===== src/rtl/vram_port_arbiter_if.sv =====
// Bundle of renderer, CPU-handshake, VRAM and statistics signals around the
// VRAM port arbiter. "slave" is the arbiter's view, "master" the surroundings.
interface vram_port_arbiter_if #(
    parameter int ADDR_W = 14,
    parameter int DATA_W = 32
);
    logic              gpu_req;
    logic [ADDR_W-1:0] gpu_addr;
    logic [DATA_W-1:0] gpu_q;

    logic              cpu_start;
    logic              cpu_we;
    logic [ADDR_W-1:0] cpu_addr;
    logic [DATA_W-1:0] cpu_data;
    logic [DATA_W-1:0] cpu_q;
    logic              cpu_busy;
    logic              cpu_done;

    logic [ADDR_W-1:0] ram_addr;
    logic [DATA_W-1:0] ram_d;
    logic              ram_we;
    logic [DATA_W-1:0] ram_q;

    logic              stat_clear;
    logic [15:0]       stat_wait_max;

    modport slave (
        input  gpu_req, gpu_addr, cpu_start, cpu_we, cpu_addr, cpu_data,
               ram_q, stat_clear,
        output gpu_q, cpu_q, cpu_busy, cpu_done, ram_addr, ram_d, ram_we,
               stat_wait_max
    );

    modport master (
        output gpu_req, gpu_addr, cpu_start, cpu_we, cpu_addr, cpu_data,
               ram_q, stat_clear,
        input  gpu_q, cpu_q, cpu_busy, cpu_done, ram_addr, ram_d, ram_we,
               stat_wait_max
    );
endinterface


===== src/rtl/vram_port_arbiter.sv =====
// Single VRAM port shared between the renderer (strict priority, never
// stalled) and a CPU request/done handshake that uses renderer-idle cycles.
// Also records the longest number of cycles a CPU access waited for the port.
module vram_port_arbiter #(
    parameter int ADDR_W = 14,
    parameter int DATA_W = 32
) (
    input logic                clk,
    input logic                reset_n,
    vram_port_arbiter_if.slave bus
);
    typedef enum logic [1:0] {IDLE, PEND, RDWAIT, DONE} state_t;

    state_t            state_q, state_d;
    logic [ADDR_W-1:0] a_q;
    logic [DATA_W-1:0] dat_q;
    logic              we_q;
    logic [15:0]       wait_q;
    logic [15:0]       stat_q;
    logic [DATA_W-1:0] cpu_q_q;
    logic              issue;

    // The CPU owns the port only in a PEND cycle the renderer leaves idle.
    assign issue = (state_q == PEND) && !bus.gpu_req;

    // State register.
    always_ff @(posedge clk or negedge reset_n) begin
        if (!reset_n) state_q <= IDLE;
        else          state_q <= state_d;
    end

    // Next-state logic; cpu_start outside IDLE is deliberately ignored.
    always_comb begin
        state_d = state_q;
        case (state_q)
            IDLE:    if (bus.cpu_start) state_d = PEND;
            PEND:    if (!bus.gpu_req)  state_d = we_q ? DONE : RDWAIT;
            RDWAIT:  state_d = DONE;
            DONE:    state_d = IDLE;
            default: state_d = IDLE;
        endcase
    end

    // Port mux and handshake outputs, all combinational from state and inputs.
    always_comb begin
        bus.ram_addr      = issue ? a_q : bus.gpu_addr;
        bus.ram_we        = issue ? we_q : 1'b0;
        bus.ram_d         = dat_q;
        bus.gpu_q         = bus.ram_q;
        bus.cpu_q         = cpu_q_q;
        bus.cpu_busy      = (state_q == PEND) || (state_q == RDWAIT);
        bus.cpu_done      = (state_q == DONE);
        bus.stat_wait_max = stat_q;
    end

    // Request latch, wait counter, read-data capture and worst-wait statistic.
    always_ff @(posedge clk or negedge reset_n) begin
        if (!reset_n) begin
            a_q     <= '0;
            dat_q   <= '0;
            we_q    <= 1'b0;
            wait_q  <= '0;
            stat_q  <= '0;
            cpu_q_q <= '0;
        end else begin
            if (state_q == IDLE && bus.cpu_start) begin
                a_q    <= bus.cpu_addr;
                dat_q  <= bus.cpu_data;
                we_q   <= bus.cpu_we;
                wait_q <= '0;
            end else if (state_q == PEND && bus.gpu_req && wait_q != 16'hFFFF) begin
                wait_q <= wait_q + 16'd1;
            end

            // An issuing access overrides a simultaneous clear.
            if (issue) begin
                if (bus.stat_clear || wait_q > stat_q) stat_q <= wait_q;
            end else if (bus.stat_clear) begin
                stat_q <= '0;
            end

            // Synchronous VRAM: data for the issued address arrives in RDWAIT.
            if (state_q == RDWAIT) cpu_q_q <= bus.ram_q;
        end
    end
endmodule


===== src/flat_wrapper.sv =====
// flat-port wrapper written by rule: the top's interface ports become plain ports
module vram_port_arbiter_flat 
#(
    parameter int ADDR_W = 14,
    parameter int DATA_W = 32
)
  (clk, reset_n, bus_gpu_req, bus_gpu_addr, bus_cpu_start, bus_cpu_we, bus_cpu_addr, bus_cpu_data, bus_ram_q, bus_stat_clear, bus_gpu_q, bus_cpu_q, bus_cpu_busy, bus_cpu_done, bus_ram_addr, bus_ram_d, bus_ram_we, bus_stat_wait_max);
  vram_port_arbiter_if #(.ADDR_W(ADDR_W), .DATA_W(DATA_W)) bus_i ();
  input logic clk;
  input logic reset_n;
  input wire logic [$bits(bus_i.gpu_req)-1:0] bus_gpu_req;
  input wire logic [$bits(bus_i.gpu_addr)-1:0] bus_gpu_addr;
  input wire logic [$bits(bus_i.cpu_start)-1:0] bus_cpu_start;
  input wire logic [$bits(bus_i.cpu_we)-1:0] bus_cpu_we;
  input wire logic [$bits(bus_i.cpu_addr)-1:0] bus_cpu_addr;
  input wire logic [$bits(bus_i.cpu_data)-1:0] bus_cpu_data;
  input wire logic [$bits(bus_i.ram_q)-1:0] bus_ram_q;
  input wire logic [$bits(bus_i.stat_clear)-1:0] bus_stat_clear;
  output wire logic [$bits(bus_i.gpu_q)-1:0] bus_gpu_q;
  output wire logic [$bits(bus_i.cpu_q)-1:0] bus_cpu_q;
  output wire logic [$bits(bus_i.cpu_busy)-1:0] bus_cpu_busy;
  output wire logic [$bits(bus_i.cpu_done)-1:0] bus_cpu_done;
  output wire logic [$bits(bus_i.ram_addr)-1:0] bus_ram_addr;
  output wire logic [$bits(bus_i.ram_d)-1:0] bus_ram_d;
  output wire logic [$bits(bus_i.ram_we)-1:0] bus_ram_we;
  output wire logic [$bits(bus_i.stat_wait_max)-1:0] bus_stat_wait_max;
  assign bus_i.gpu_req = bus_gpu_req;
  assign bus_i.gpu_addr = bus_gpu_addr;
  assign bus_i.cpu_start = bus_cpu_start;
  assign bus_i.cpu_we = bus_cpu_we;
  assign bus_i.cpu_addr = bus_cpu_addr;
  assign bus_i.cpu_data = bus_cpu_data;
  assign bus_i.ram_q = bus_ram_q;
  assign bus_i.stat_clear = bus_stat_clear;
  assign bus_gpu_q = bus_i.gpu_q;
  assign bus_cpu_q = bus_i.cpu_q;
  assign bus_cpu_busy = bus_i.cpu_busy;
  assign bus_cpu_done = bus_i.cpu_done;
  assign bus_ram_addr = bus_i.ram_addr;
  assign bus_ram_d = bus_i.ram_d;
  assign bus_ram_we = bus_i.ram_we;
  assign bus_stat_wait_max = bus_i.stat_wait_max;
  vram_port_arbiter #(.ADDR_W(ADDR_W), .DATA_W(DATA_W)) u_core (.clk(clk), .reset_n(reset_n), .bus(bus_i));
endmodule

===== config.mk =====
export PLATFORM = sky130hd
export DESIGN_NAME = vram_port_arbiter_flat
export DESIGN_NICKNAME = d
export VERILOG_FILES = /design/src/rtl/vram_port_arbiter_if.sv /design/src/rtl/vram_port_arbiter.sv /design/src/flat_wrapper.sv
export SDC_FILE = /design/constraint.sdc
export NUM_CORES = 1
export LEC_CHECK = 0
export ABC_AREA = 1
export CORE_ASPECT_RATIO = 0.75
export CORE_UTILIZATION = 47
export DETAILED_ROUTE_END_ITERATION = 10
export PLACE_DENSITY_LB_ADDON = 0.1
export SETUP_SLACK_MARGIN = 0.05
export SYNTH_ARGS = -nofsm -noshare
export SYNTH_HDL_FRONTEND = slang
export SYNTH_SLANG_ARGS = --single-unit

===== constraint.sdc =====
create_clock -name clk -period 3.6 [get_ports clk]
set_input_delay 0.36 -clock clk [delete_from_list [all_inputs] [get_ports clk]]
set_output_delay 0.36 -clock clk [all_outputs]
set_load 0.005 [all_outputs]

==> results of run 1 <==
[per-layer routing]
metal	vias to the layer above	part of all wire, %	GRT usage, %	routed length [µm]
met5	-	0	0	0
met4	0	0.71	7.421	105
met3	9	7.9	8.811	1164
met2	165	50	41.75	7385
met1	2327	42	31.19	6165
li1	2398	-	-	-
[layout by cell type, fill, tap and decap left out]
master,netlist,final
a31oi_4,1,1
nand3b_1,4,4
buf_12,0,1
nor2_1,31,31
clkdlybuf4s50_1,0,225
mux2_2,46,46
nor2_4,1,1
a21o_1,1,1
nor3_2,2,2
clkbuf_8,0,2
clkinv_2,0,4
o21ai_0,3,3
clkbuf_1,14,2
inv_1,43,43
nor3_4,1,1
xor2_1,6,6
clkbuf_16,0,17
inv_2,3,3
bufinv_16,0,3
clkinv_1,1,1
ha_1,22,22
clkinvlp_4,0,1
clkinv_4,0,2
buf_4,32,6
nor3_1,5,5
nand2_2,0,1
nand4_1,13,13
nand3_1,30,30
nand2_1,255,254
a21oi_1,7,7
dfrtp_1,113,113
[state kept, by name (all words and copies together), names as in the netlist]
| name | flops |
|---|---|
| u_core.bus.stat_wait_max | 16 |
| u_core.state_q | 2 |
| u_core.wait_q | 16 |
| u_core.bus.cpu_q | 32 |
| u_core.we_q | 1 |
| u_core.bus.ram_d | 32 |
| u_core.a_q | 14 |
[critical path: stages (launching register included)]
cell	delay, ns
dfrtp_1	0.38
inv_1	0.11
ha_1	0.22
nand2_1	0.08
buf_4	0.34
mux2_2	0.39
clkdlybuf4s50_1	0.45
[worst max path at each step]
stage                 startpoint               end  slack, ns  cells past startpoint
2_1_floorplan  u_core.state_q[1]   bus_ram_addr[0]       1.78                      5
3_3_place_gp         bus_gpu_req  bus_ram_addr[13]       1.10                      6
3_5_place_dp         bus_gpu_req  bus_ram_addr[12]       1.09                      6
4_1_cts        u_core.state_q[1]  bus_ram_addr[12]       0.82                      6
5_1_grt        u_core.state_q[1]  bus_ram_addr[12]       0.71                      6
6_report       u_core.state_q[1]  bus_ram_addr[12]       0.85                      6
[synthesized netlist by cell type, drive strengths merged]
cell / count / share of area, %
a21o: 1 / 0.13
a21oi: 7 / 0.62
a31oi: 1 / 0.37
buf: 41 / 5.1
clkbuf: 14 / 0.93
clkinv: 1 / 0.066
dfrtp: 113 / 50
ha: 22 / 4.8
inv: 46 / 3.0
mux2: 46 / 9.1
nand2: 255 / 17
nand3: 30 / 2.6
nand3b: 4 / 0.53
nand4: 13 / 1.4
nor2: 32 / 2.2
nor3: 8 / 1.1
o21ai: 3 / 0.26
xor2: 6 / 0.93
[metrics by stage]
| step | hold WS (ns) | worst slack [ns] | total power (µW) | cells |
|---|---|---|---|---|
| final | 0.09178 | 0.8463 | 5923 | 1013 |
| after global routing | 0.1671 | 0.7110 | 6308 | 1013 |
| after CTS | 0.1152 | 0.8214 | 5985 | 1013 |
| after detailed placement | 0.4639 | 1.092 | 4265 | 982 |
| after global placement | 0.4632 | 1.101 | 4185 | 982 |
| after floorplan | 0.06441 | 1.778 | 3006 | 643 |
[power by group]
| part | internal [µW] | leakage [µW] | total [µW] | switching (µW) |
|---|---|---|---|---|
| clock network | 1120 | 0.000293 | 1690 | 571 |
| registers | 1740 | 0.00143 | 2000 | 264 |
| logic | 1290 | 0.00230 | 2230 | 937 |
[cell type report]
type / count / share of cell area [%]
clock buffers: 21 / 5.446
clock inverters: 10 / 1.598
inverters: 47 / 2.087
multi-input cells: 428 / 27.62
flip-flops and latches: 113 / 33.45
well taps: 162 / 2.398
repair buffers: 232 / 27.41
[cells by family after synthesis]
kind of cell / count (synthesis) / synth area share [%]
and+or+nand+nor: 342 / 24.80
DFF: 113 / 49.81
buffers and inverters: 102 / 9.103
muxes: 46 / 9.125
adders and majority gates: 22 / 4.849
AOI/OAI and AO/OA: 12 / 1.388
xor gates and xnor gates: 6 / 0.9257
==> results by group, run 1 <==
Run status
  • Outcome: finished, final reports clean

Detailed routing
  • DRC: 0
  • Final wirelength: 14,820 µm
  • Via count: 4,899
  • DR iter-0 viols: 251
  • DR WL/cell: 14.63 µm
  • Pre-antenna DRT Iters: 4
  • Vias per Instance: ~4.8
  • Routed Antenna Nets: 0

Worst setup path
  • Crit end category: primary output
  • Critical R2R Capture: u_core.bus.stat_wait_max[14]
  • Max Fanout on Critical Path: 31
  • Worst r2r path cells: 11
  • CP Launch Type: flop
  • WS Path Type: reg2out
  • R2r startpoint: u_core.wait_q[12]
  • Worst R2R Setup Slack: roughly 1.3 ns
  • CP required: 3.24 ns
  • CP arrival: between 2 and 2.5 ns

Placed design
  • HPWL after DPL: 10,880 µm
  • DP Area: approximately 0.0079 mm²
  • I/O Buffers: 226
  • Gp weighted congestion: 0.8695

Die
  • Die Wd: ~130 µm
  • DIE HEIGHT: just under 100 µm
  • Die area: 0.01253 mm²
  • Cell Rows: 34
  • CORE AREA: 0.01170 mm²
  • Initial Utilization: 48.52%
  • IO Pins: 227

Clock tree
  • Clock sink total: 113
  • Post-CTS Resized: 0
  • Worst-path clk slew: about 0.05 ns
  • Maximum buffer depth of the clock tree: 2
  • CTS tree: done
  • Post-CTS Repair Setup Buffers: 0
  • Cts bufs inserted: 17
  • H-tree levels: 4
  • Root Buffer: clkbuf_16
  • Hold buffers post-CTS: 0
  • Worst skew pair latency: 0.40 ns

Pwr
  • Power per Cell Area: 700.5 mW/mm²
  • Worst vdd ir: ~0.00043 V
  • LEAKAGE: 0.004022 µW

Worst hold path
  • Hold WC Path Type: in2async

Cells and area
  • Storage cell area: between 0.002 and 0.003 mm²
  • Area occupied by multi-input gates: about 0.0023 mm²
  • Layout Nets: 959
  • N_diodes: 0
  • Filler cells: 870
  • Layout cells sized above 1: 10.69%
  • Final core occ: 72.27%
  • Area grow syn2layout: 48.93%
  • Final instance area: 0.008454 mm²

Global route
  • First-pass GRT wire length: 24,290 µm
  • Total GRT Usage: around 25%
  • Largest net degree at the start of global routing: 72
  • Congestion Overflow GR: 0
  • Number of global-route vias before repair: 4,807
  • Initial antenna violation count: 0

STA
  • Tmin final: 2.754 ns
  • Hold Vio Cnt, Final: 0
  • Final worst path period share: 76.49%
  • Measured slew at the worst slew-check pin: between 0.9 and 1 ns
  • Max_slew headroom: 38.09%
  • Peak Freq: 0.3631 GHz
  • Final setup vio count: 0
  • RSZ-0062 raised after global routing: no
  • Final Max Slew Viols: 0
  • Final Skew: roughly 0.011 ns
  • Setup TNS Final: 0 ns

Logic synthesis
  • Mean Syn Cell Area: 8.828 µm²
  • Mapped Cells: between 600 and 700
  • Yosys reg bits: 113
  • Syn_nets: 763
  • Netlist cell types: 25
  • Synth warn: 0
  • Synthesized area: 0.005677 mm²
  • Register area share after synthesis: between 40% and 50%

Flow run
  • Max-cap violations: 0
Note: power is estimated with default switching activity, not from simulation.
==> run 2, diff against run 1 <==
--- a/config.mk
+++ b/config.mk
@@ -7,7 +7,7 @@
 export LEC_CHECK = 0
 export ABC_AREA = 1
 export CORE_ASPECT_RATIO = 0.75
-export CORE_UTILIZATION = 47
+export CORE_UTILIZATION = 40
 export DETAILED_ROUTE_END_ITERATION = 10
 export PLACE_DENSITY_LB_ADDON = 0.1
 export SETUP_SLACK_MARGIN = 0.05
==> constraint.sdc (replaced) <==
create_clock -name clk -period 2.5 [get_ports clk]
set_input_delay 0.25 -clock clk [delete_from_list [all_inputs] [get_ports clk]]
set_output_delay 0.25 -clock clk [all_outputs]
set_load 0.005 [all_outputs]
==> run 2 against run 1 <==
Compared with the run above: first-iteration DRC count is 13% lower; die area is 17% higher; clock skew is 0.0062 ns lower; sequential share of layout area is 0.64 points lower; final area is 1.9% higher; register-to-register slack worse by 0.87 ns; cell count is 2.4% higher; total power is 44% higher; hold slack better by 0.29 ns; flip-flop and latch count stayed put.
==> results by group, run 2 (synthesis results as in run 1) <==
Pwr
  • Internal power: 5946 µW
  • Seq pwr share: 33.9%
  • Sw Share: 30.40%
  • Clock Power Share: 26.2%
  • Comb pwr share: 39.9%
  • Power per Cell Area: 991.2 mW/mm²
  • Worst vdd ir: 0.0006151 V
  • Switch Pwr: between 2000 and 3000 µW
  • LEAKAGE: ~0.004 µW

STA
  • Hold Vio Cnt, Final: 0
  • Max_slew headroom: 51.57%
  • Final Max Slew Viols: 0
  • Tmin final: 2.400 ns
  • RSZ-0062 raised after global routing: no
  • Peak Freq: ~0.42 GHz
  • Final Skew: 0.004496 ns
  • Final worst path period share: 95.99%
  • Setup TNS Final: 0 ns
  • Final setup vio count: 0
  • Measured slew at the worst slew-check pin: 0.7264 ns

Clock tree
  • Maximum buffer depth of the clock tree: 2
  • Root Buffer: clkbuf_16
  • H-tree levels: 4
  • CTS tree: done
  • Worst skew pair latency: around 0.40 ns
  • Worst-path clk slew: around 0.050 ns
  • Clock sink total: around 110
  • Cts bufs inserted: 17

Global route
  • Congestion Overflow GR: 0
  • Total GRT Usage: 22.25%
  • Largest net degree at the start of global routing: 56
  • Initial antenna violation count: 0
  • Number of global-route vias before repair: 5,012
  • First-pass GRT wire length: 25,560 µm

Cells and area
  • Commonest cells after routing, fill and taps aside: nand2_1, clkdlybuf4s50_1, dfrtp_1
  • Area grow syn2layout: 51.82%
  • Most common cell after layout, fill and taps aside: nand2_1
  • Final instance area: 0.008618 mm²
  • Layout Nets: 971
  • N_diodes: 0
  • Layout cells sized above 1: 12.30%

Run status
  • Outcome: finished, final reports clean

Flow run
  • Max-cap violations: 0

Worst setup path
  • Max Fanout on Critical Path: 7
  • CP Launch Type: flop
  • WS Path Type: reg2out
  • Crit end category: primary output
  • CP required: 2.25 ns
  • CP arrival: 2.15 ns
  • Worst r2r path cells: 9

Detailed routing
  • Via count: between 5,000 and 6,000
  • Pre-antenna DRT Iters: 7
  • DR WL/cell: 14.96 µm
  • DRC: 0
  • DR iter-0 viols: 218
  • Final wirelength: 15,520 µm
  • Routed Antenna Nets: 0
  • Vias per Instance: just under 5

Die
  • Die area: 0.01468 mm²
  • Die Wd: 139.6 µm
  • IO Pins: around 230
  • Initial Utilization: 41.15%
  • CORE AREA: 0.01380 mm²
  • Cell Rows: 37
  • DIE HEIGHT: 105.2 µm

Placed design
  • HPWL after DPL: 11,190 µm
  • DP Area: 0.007918 mm²
  • I/O Buffers: 226
  • Gp weighted congestion: ~0.8

Worst hold path
  • Hold WC Path Type: in2reg
  • Worst hold path depth: 3
run 2: routing by layer:
metal | GRT usage, % | wire (µm)
met1 | 27.50 | 6636
met4 | 5.416 | 71
met2 | 37.72 | 7575
met5 | 0 | 0
met3 | 7.104 | 1235
run 2: layout make-up:
| class | count | area, µm² |
|---|---|---|
| sequential | 113 | 2828 |
| tap | 175 | 219.0 |
| multi-input combinational | 428 | 2364 |
| clock buffer | 20 | 466.7 |
| inverter | 47 | 176.4 |
| fill | 1169 | 5177 |
| clock inverter | 10 | 87.58 |
| timing repair buffer | 244 | 2477 |
run 2: worst max-delay path, stage by stage, from the launching register on:
cell	delay (ns)
dfrtp_1	0.37
inv_2	0.07
ha_4	0.18
nand2_8	0.08
bufbuf_16	0.27
mux2_2	0.33
clkdlybuf4s50_1	0.44
run 2: path summary, 6_finish.rpt:
path / startpoint / to / slack [ns]
max: u_core.state_q[1] / bus_ram_addr[13] / 0.10
min in group asynchronous: reset_n / u_core.bus.cpu_q[19] / 0.47
max in group asynchronous: reset_n / u_core.bus.cpu_q[30] / 1.30
min reg2reg: u_core.bus.ram_d[15] / u_core.bus.ram_d[15] / 0.47
max reg2reg: u_core.wait_q[1] / u_core.wait_q[9] / 0.46
min: bus_cpu_data[10] / u_core.bus.ram_d[10] / 0.38
run 2: stage by stage:
stage	hold WS (ns)	utilization [%]	setup slack (ns)	power, µW	instances
after floorplan	-0.04559	-	0.7052	4329	643
after global placement	0.3526	57.39	0.3375	6072	999
after detailed placement	0.3656	57.39	0.2991	6180	999
after CTS	0.3636	62.33	0.07724	8627	1035
after global routing	0.3767	62.47	0.04480	9105	1037
final	0.3785	62.47	0.1002	8543	1037
run 2: repair_timing:
item	CTS	global route
setup buffers	3	2
gates cloned	2	0
hold buffers	1	0
endpoints found under the setup margin	14	6
endpoints found under the hold margin	53	0
pin swaps	1	0
gates resized for setup	6	2
run 2: power by group through the flow:
| stage | sequential, µW | combinational [µW] | clock (µW) |
|---|---|---|---|
| after floorplan | 2900 | 1430 | 0 |
| after global placement | 2890 | 3180 | 0 |
| after detailed placement | 2910 | 3270 | 0 |
| after CTS | 2900 | 3430 | 2300 |
| after global routing | 2990 | 3720 | 2400 |
| final | 2900 | 3410 | 2240 |
==> run 3, diff against run 2 <==
--- a/config.mk
+++ b/config.mk
@@ -7,6 +7,7 @@
 export LEC_CHECK = 0
 export ABC_AREA = 1
 export CORE_ASPECT_RATIO = 0.75
+export CORE_MARGIN = 5
 export CORE_UTILIZATION = 40
 export DETAILED_ROUTE_END_ITERATION = 10
 export PLACE_DENSITY_LB_ADDON = 0.1
==> run 3 against run 2 <==
Compared with the run above: clock power increased by 12%; register-to-register slack got worse by 0.05 ns; final area down 0.61%; hold slack worse by 0.046 ns.
==> results by group, run 3 (synthesis results as in run 1) <==
Clock tree
  • Root Buffer: clkbuf_16
  • Cts bufs inserted: 17
  • Worst skew pair latency: approximately 0.4 ns
  • H-tree levels: 4
  • CTS tree: done
  • Maximum buffer depth of the clock tree: 2
  • Clock sink total: 113
  • Worst-path clk slew: 0.06 ns
  • Post-CTS Repair Setup Buffers: 0

Die
  • CORE AREA: 0.01380 mm²
  • DIE HEIGHT: 113.2 µm
  • Die Wd: approximately 150 µm
  • IO Pins: 227
  • Die area: 0.01670 mm²
  • Cell Rows: 37
  • Initial Utilization: 41.15%

STA
  • Final worst path period share: 93.64%
  • Final Skew: 0.01167 ns
  • Min Hold Slack: 0.3323 ns
  • Final Max Slew Viols: 0
  • Setup TNS Final: 0 ns
  • Final setup vio count: 0
  • Hold Vio Cnt, Final: 0
  • Measured slew at the worst slew-check pin: about 0.56 ns
  • RSZ-0062 raised after global routing: no
  • Peak Freq: 0.4272 GHz
  • Tmin final: approximately 2.3 ns
  • Max_slew headroom: 62.12%

Worst setup path
  • Crit path max-delay family: buffers and inverters
  • Critical path, cell by cell: ha_2 -> nand2_2 -> buf_12 -> mux2_2 -> clkdlybuf4s50_1
  • Slowest CP cell: clkdlybuf4s50_1
  • WS Path Type: reg2out
  • CP arrival: 2.09 ns
  • Slowest Stage Delay on Critical Path: 0.45 ns
  • Worst R2R Setup Slack: 0.41 ns
  • Crit end category: primary output
  • Critical path buffers and inverters: 2
  • Max Fanout on Critical Path: 15
  • CP required: 2.25 ns
  • CP Launch Type: flop

Global route
  • First-pass GRT wire length: ~26,000 µm
  • Total GRT Usage: about a fifth
  • Largest net degree at the start of global routing: around 60
  • Number of global-route vias before repair: 5,171
  • Initial antenna violation count: 0
  • Congestion Overflow GR: 0

Detailed routing
  • Routed Antenna Nets: 0
  • Vias per Instance: between 4 and 5
  • DRC: 0
  • Pre-antenna DRT Iters: 5
  • Via count: 4,937
  • DR WL/cell: 15.45 µm
  • Final wirelength: ~16,000 µm
  • DR iter-0 viols: roughly 200

Pwr
  • Seq pwr share: 33.3%
  • Worst vdd ir: 0.0005742 V
  • Power per Cell Area: around 1000 mW/mm²
  • Clock Power Share: 28.9%
  • LEAKAGE: 0.004060 µW
  • Tot Pwr: between 8000 and 9000 µW
  • Switch Pwr: around 2600 µW
  • Comb pwr share: 37.8%
  • Sw Share: a little under a third
  • Internal power: around 6000 µW

Cells and area
  • Final core occ: 62.09%
  • Fin cells: 1,034
  • Area grow syn2layout: 50.89%
  • Layout cells sized above 1: 11.99%
  • Most common cell after layout, fill and taps aside: nand2_1
  • N_diodes: 0
  • Commonest cells after routing, fill and taps aside: nand2_1, clkdlybuf4s50_1, dfrtp_1
  • Layout Nets: 966

Placed design
  • Gp weighted congestion: slightly above 0.8
  • Post-placement cell count: roughly 1,000
  • I/O Buffers: 226
  • HPWL after DPL: 12,440 µm

Run status
  • Outcome: finished, final reports clean

Worst hold path
  • Hold WC Path Type: in2async

Flow run
  • Max-cap violations: 0
-- run 3: cell types whose count changed in the layout (fill, tap and decap cells not counted), sizes merged --
cell / before / now
bufinv: 1 / 3
dlymetal6s2s: 2 / 0
clkdlybuf4s50: 223 / 225
clkinvlp: 5 / 3
inv: 46 / 50
bufbuf: 2 / 0
clkbuf: 20 / 18
buf: 16 / 13
-- run 3: final timing paths --
check                                      from                      endpoint  cells after the start
hold reg to reg            u_core.bus.ram_d[14]          u_core.bus.ram_d[14]                      2
min in group clk               bus_cpu_data[18]          u_core.bus.ram_d[18]                      3
hold / removal                          reset_n   u_core.bus.stat_wait_max[2]                      2
setup / recovery              u_core.state_q[0]               bus_ram_addr[6]                      5
max in group asynchronous               reset_n           u_core.bus.cpu_q[2]                      3
setup reg to reg              u_core.wait_q[14]  u_core.bus.stat_wait_max[12]                     10
-- run 3: repair_timing --
item	CTS	global route
resized for setup	0	3
hold endpoints to repair	30	0
hold buffers	1	0
setup endpoints to repair	0	14
-- run 3: power by group through the flow --
stage | Clock [µW] | Sequential [µW] | Combinational (µW)
CTS | 2550 | 2900 | 3330
detailed placement | 0 | 2910 | 3320
finish | 2510 | 2890 | 3280
global route | 2640 | 2980 | 3620
floorplan | 0 | 2900 | 1430
global placement | 0 | 2890 | 3240
-- run 3: routing by layer --
layer / vias up / GRT usage (%) / part of all wire, %
met1: 2315 / 22.99 / 42
met3: 16 / 7.606 / 8.8
met5: - / 0 / 0
li1: 2419 / - / -
met4: 0 / 5.276 / 1.1
met2: 187 / 32.71 / 49
-- run 3: layout make-up --
| type | instances | area, µm² |
|---|---|---|
| clock inverter | 14 | 178.9 |
| fill | 1149 | 5230 |
| inverter | 47 | 176.4 |
| clock buffer | 18 | 439.2 |
| timing repair buffer | 239 | 2385 |
| sequential | 113 | 2828 |
| multi-input combinational | 428 | 2340 |
| tap | 175 | 219.0 |
-- run 3: stage by stage --
step,cell area (µm²),worst slack [ns]
CTS,8561,0.05161
floorplan,5677,0.7052
global placement,7933,0.3735
finish,8566,0.1591
detailed placement,7933,0.3863
global route,8566,0.07331
